### config.mk
export PLATFORM = sky130hd
export DESIGN_NAME = apb_slave_regs
export DESIGN_NICKNAME = d
export VERILOG_FILES = /design/src/rtl/apb_pkg.sv /design/src/rtl/apb_regfile.sv /design/src/rtl/apb_slave_regs.sv
export SDC_FILE = /design/constraint.sdc
export NUM_CORES = 1
export LEC_CHECK = 0
export ABC_AREA = 1
export ABC_CLOCK_PERIOD_IN_PS = 2100
export CORE_MARGIN = 5
export CORE_UTILIZATION = 40
export CTS_CLUSTER_SIZE = 30
export DETAILED_ROUTE_END_ITERATION = 16
export PLACE_DENSITY_LB_ADDON = 0.08
export SLEW_MARGIN = 20
export SYNTH_ARGS = -nofsm -noshare
export SYNTH_HDL_FRONTEND = slang
export SYNTH_SLANG_ARGS = --single-unit
### constraint.sdc
create_clock -name pclk -period 2.1 [get_ports pclk]
set_clock_uncertainty 0.1 [all_clocks]
set_input_delay 0.42 -clock pclk [delete_from_list [all_inputs] [get_ports pclk]]
set_output_delay 0.42 -clock pclk [all_outputs]
set_load 0.03 [all_outputs]
### src/rtl/apb_pkg.sv
// Shared APB definitions: bus widths and the completer FSM state encoding.
// Imported by both the APB master and the apb_slave_regs completer.
package apb_pkg;
  localparam int APB_AW = 8;
  localparam int APB_DW = 8;

  typedef enum logic [1:0] {
    ST_IDLE  = 2'd0,
    ST_WAIT  = 2'd1,
    ST_READY = 2'd2
  } apb_state_e;
endpackage

### src/rtl/apb_regfile.sv
// DEPTH x APB_DW register array.
// Ports: clk/rst_n (async active-low clear of every word), we/waddr/wdata
// single write port, raddr/rdata combinational read port (0 when
// raddr is outside the array).
module apb_regfile
  import apb_pkg::*;
#(
  parameter int DEPTH = 16
) (
  input  logic              clk,
  input  logic              rst_n,
  input  logic              we,
  input  logic [APB_AW-1:0] waddr,
  input  logic [APB_DW-1:0] wdata,
  input  logic [APB_AW-1:0] raddr,
  output logic [APB_DW-1:0] rdata
);
  localparam int IW = (DEPTH > 1) ? $clog2(DEPTH) : 1;

  logic [DEPTH-1:0][APB_DW-1:0] mem;

  // The write enable is only raised for in-range addresses, so the
  // truncated index always lands inside the array.
  always_ff @(posedge clk or negedge rst_n) begin
    if (!rst_n) begin
      mem <= '0;
    end else if (we) begin
      mem[waddr[IW-1:0]] <= wdata;
    end
  end

  always_comb begin
    rdata = '0;
    if ({1'b0, raddr} < 9'(DEPTH)) rdata = mem[raddr[IW-1:0]];
  end
endmodule

### src/rtl/apb_slave_regs.sv
// APB completer fronting a small register file.
// Ports: pclk, prst_n (async active-low); APB requester side psel,
// penable, pwrite, paddr, pwdata; completer side prdata, pready, pslverr.
// Address/direction/data are latched at the setup edge; WAIT_CYCLES wait
// states follow before pready. All outputs decode from registered state.
module apb_slave_regs
  import apb_pkg::*;
#(
  parameter int DEPTH       = 16,
  parameter int WAIT_CYCLES = 2
) (
  input  logic              pclk,
  input  logic              prst_n,
  input  logic              psel,
  input  logic              penable,
  input  logic              pwrite,
  input  logic [APB_AW-1:0] paddr,
  input  logic [APB_DW-1:0] pwdata,
  output logic [APB_DW-1:0] prdata,
  output logic              pready,
  output logic              pslverr
);
  apb_state_e        state, state_nxt;
  logic [3:0]        cnt;
  logic [APB_AW-1:0] addr_q;
  logic [APB_DW-1:0] wdata_q;
  logic              wr_q;
  logic              err_q;
  logic [APB_DW-1:0] rd_data;

  logic setup, done, we;

  // A psel+penable seen in IDLE without a setup is ignored.
  assign setup = (state == ST_IDLE) && psel && !penable;
  assign done  = (state == ST_READY) && psel && penable;
  assign we    = done && wr_q && !err_q;

  always_ff @(posedge pclk or negedge prst_n) begin
    if (!prst_n) state <= ST_IDLE;
    else         state <= state_nxt;
  end

  always_comb begin
    state_nxt = state;
    case (state)
      ST_IDLE:  if (setup) state_nxt = (WAIT_CYCLES > 0) ? ST_WAIT : ST_READY;
      ST_WAIT:  if (!psel) state_nxt = ST_IDLE;
                else if (cnt == 4'd1) state_nxt = ST_READY;
      ST_READY: if (!psel || penable) state_nxt = ST_IDLE;
      default:  state_nxt = ST_IDLE;
    endcase
  end

  always_ff @(posedge pclk or negedge prst_n) begin
    if (!prst_n) begin
      cnt     <= '0;
      addr_q  <= '0;
      wdata_q <= '0;
      wr_q    <= 1'b0;
      err_q   <= 1'b0;
    end else if (setup) begin
      cnt     <= 4'(WAIT_CYCLES);
      addr_q  <= paddr;
      wdata_q <= pwdata;
      wr_q    <= pwrite;
      err_q   <= ({1'b0, paddr} >= 9'(DEPTH));
    end else if (state == ST_WAIT && cnt != 4'd0) begin
      cnt <= cnt - 4'd1;
    end
  end

  apb_regfile #(.DEPTH(DEPTH)) u_regfile (
    .clk   (pclk),
    .rst_n (prst_n),
    .we    (we),
    .waddr (addr_q),
    .wdata (wdata_q),
    .raddr (addr_q),
    .rdata (rd_data)
  );

  assign pready  = (state == ST_READY);
  assign pslverr = pready && err_q;
  assign prdata  = (pready && !wr_q && !err_q) ? rd_data : '0;
endmodule

==> flow_summary.yaml <==
worst_setup_path:
  arrival_ns: 1.95
  path_class: "flop to primary output"
  cp.depth: 11
  crit_slowest_cell: "dfrtp_2"
  startpoint_type: "flop"
  crit_top_cell: "nand2_1"
  cp_cell_sequence: "clkinv_4 > buf_12 > nand2_1 > nand2_1 > nand2_1 > nand2_1 > nand2_1 > nand2_1 > nor2_1 > nor2_1 > buf_4"
  path_buf_inv: 3
  cp_max_fo: 14
  cpLargestDelayFamily: "simple AND/OR/NAND/NOR gates"
  crit_required_ns: 1.58
  end_kind: "primary output"
  reg2reg_depth: 6
  slowest_delay_ns: 0.44
final_layout:
  drive_above_1_share_pct: 13.0
  final_cells: 1220
  syn2layout_area_growth_pct: 21.9
  final_util_pct: 49.1
  diodes: 0
  final_nets: 1003
timing:
  max_freq_ghz: 0.404
  worst_slack_ns: -0.373
  tns_ns: -2.58
  fin_hold_ws_ns: 0.359
  relSlewSlack_pct: 55.9
  rsz0062_at_grt: "yes"
  period_minus_slack_ns: 2.47
  drv_slew: 0
  hold_viol: 0
  tightest_slew_ns: 0.661
  fin_crit_sh_pct: 118
  setup_violations: 8
synth:
  ys_ff_latch: 152
  synth_top_area_share_pct: 53.1
  yosys.area.top_type: "dfrtp_1"
  ys_seq_area_share_pct: 53.1
  ys_top_cells_by_area: "dfrtp_1, nand2_1, o21ai_1"
  yosysMostFrequentCell: "nand2_1"
  synth_commonest_cells: "nand2_1, dfrtp_1, o21ai_1"
  synthesis.area_sq_mm: 0.00717
  yosysUniqueCellTypes: 21
  ys.flop_type: "dfrtp_1"
  ys.warnings.count: 0
  synthCells: 943
  syn-num-nets: 967
  synth-async-reset-ratio_pct: 100
  synth_area_per_cell_sq_um: 7.60
  synth_edf_count: 0
run_status:
  status: "finished with violations"
  violations: "setup timing"
clock_tree:
  cts_made_buffers: 17
  cts_num_sinks: 152
  root_buffer: "clkbuf_16"
  cts_buffer_depth: 2
  worst_skew_pair.late_latency_ns: 0.42
  htree_num_levels: 4
  cts_tree: "yes"
  clk_pin_slew_ns: 0.06
placed_design:
  dpl.cell_count: 1186
  gp_congestion: 0.786
  pre_cts_ws_ns: -0.0734
  hpwl_mm: 12.4
  port_buffers: 30
drt:
  wl_per_cell_um: 15.6
  viasPerCell: 4.79
  drc_errors: 0
  drt_iter0_markers: 462
  ant_nets: 0
  num_vias: 5849
  wirelength_mm: 19.0
  dr.pass1.iters: 4
floorplan:
  dieArea_sq_mm: 0.0207
  core_sq_mm: 0.0178
  start_util_pct: 40.3
  ioPinCount: 31
  dieHeight_um: 144
  std_cell_rows: 49
  fp.dieW_um: 144
power:
  p_leak_nw: 4.31
  clkPwrFrac_pct: 41.5
  swShare_pct: 30.1
  comb_power_share_pct: 21.7
  p_seq_share_pct: 36.8
  p_per_area_mw_per_mm2: 983
  p_int_w: 0.00600
  ir_drop_v: 0.000783
  switching_power_w: 0.00258
hold_path:
  hold_path_class: "flop to flop"
  min_path_cells: 1
run:
  maxCapViolCount: 0
global_route:
  grt_pass1_vias: 5681
  gr-total-overflow: 0
  antenna_found_initial: 0
  grt_max_degree: 45
  gr-usage-all-layers_pct: 19.9
  grt_pass1_wl_mm: 31.5
-- layout make-up --
| cell class | count | area, sq um |
|---|---|---|
| Fill cell | 1776 | 9050 |
| Sequential cell | 152 | 3800 |
| Multi-Input combinational cell | 712 | 3050 |
| Timing Repair Buffer | 69 | 801 |
| Clock buffer | 21 | 470 |
| Tap cell | 229 | 287 |
| Clock inverter | 10 | 214 |
| Inverter | 27 | 110 |
-- path summary, 6_finish.rpt --
kind                                        from                       endpoint  slack (ns)
setup reg to reg           addr_q[1]$_DFFE_PN0P_  u_regfile.mem[21]$_DFFE_PN0P_        0.36
min in group asynchronous                 prst_n  u_regfile.mem[16]$_DFFE_PN0P_        0.38
setup / recovery           addr_q[0]$_DFFE_PN0P_                      prdata[3]       -0.37
max in group asynchronous                 prst_n             cnt[3]$_DFFE_PN0P_        0.94
hold / removal                cnt[3]$_DFFE_PN0P_             cnt[3]$_DFFE_PN0P_        0.36
hold reg to reg               cnt[3]$_DFFE_PN0P_             cnt[3]$_DFFE_PN0P_        0.36
-- stage by stage --
stage	instance area, sq um	total power (W)
detailed placement	7910	0.00499
finish	8730	0.00858
global route	8730	0.00897
floorplan	7170	0.00407
CTS	8720	0.00871
global placement	7910	0.00499
-- cell families after synthesis --
| kind of cell | Yosys count | share of synthesized area, % |
|---|---|---|
| buffers and inverters | 79 | 5.25 |
| DFF | 152 | 53.1 |
| and+or+nand+nor | 558 | 30.6 |
| adders and majority gates | 3 | 0.524 |
| AOI/OAI and AO/OA | 151 | 10.5 |
-- flip-flops by register name, indices dropped and copies added, names as in the netlist --
signal,flops
u_regfile.mem,128
addr_q,8
wdata_q,8
cnt,4
state,2
err_q,1
wr_q,1
-- power groups by stage --
stage                     combinational, W  sequential [W]  clock, W
final                              0.00186         0.00316   0.00356
after global routing               0.00204         0.00318   0.00375
after CTS                          0.00195         0.00316   0.00360
after detailed placement           0.00178         0.00321         0
after global placement             0.00178         0.00321         0
after floorplan                   0.000878         0.00319         0
-- layout by cell type, fill, tap and decap left out --
| cell type | instances |
|---|---|
| a21oi_1 | 5 |
| buf_12 | 17 |
| buf_4 | 26 |
| buf_6 | 4 |
| bufinv_16 | 6 |
| clkbuf_1 | 1 |
| clkbuf_16 | 17 |
| clkbuf_8 | 3 |
| clkdlybuf4s15_1 | 2 |
| clkdlybuf4s50_1 | 19 |
| clkinv_4 | 2 |
| clkinvlp_4 | 2 |
| dfrtp_1 | 151 |
| dfrtp_2 | 1 |
| dlygate4sd3_1 | 1 |
| ha_1 | 3 |
| inv_1 | 23 |
| inv_2 | 2 |
| inv_6 | 2 |
| nand2_1 | 481 |
| nand2_2 | 36 |
| nand2_4 | 1 |
| nand3_1 | 6 |
| nor2_1 | 21 |
| nor2_2 | 5 |
| nor2_4 | 4 |
| nor3_1 | 2 |
| nor3_2 | 1 |
| nor4_1 | 1 |
| o21ai_0 | 18 |
| o21ai_1 | 128 |
-- what timing repair did --
action / CTS / global route
pin swaps: 2 / 5
resized for setup: 13 / 27
hold buffers: 1 / 0
hold endpoints to repair: 34 / 0
endpoints found under the setup margin: 10 / 10
buffers inserted: 2 / 0
gates cloned: 2 / 0
-- layer usage --
layer / GRT usage (%) / share of wire [%] / up-vias / wire [um]
met5: 0 / 0 / - / 0
met4: 4.16 / 0.74 / 0 / 140
met3: 4.13 / 3.2 / 12 / 612
met2: 31.1 / 47 / 79 / 8850
met1: 28.7 / 49 / 2729 / 9370
li1: - / - / 3029 / -
Note: power is estimated with default switching activity, not from simulation.
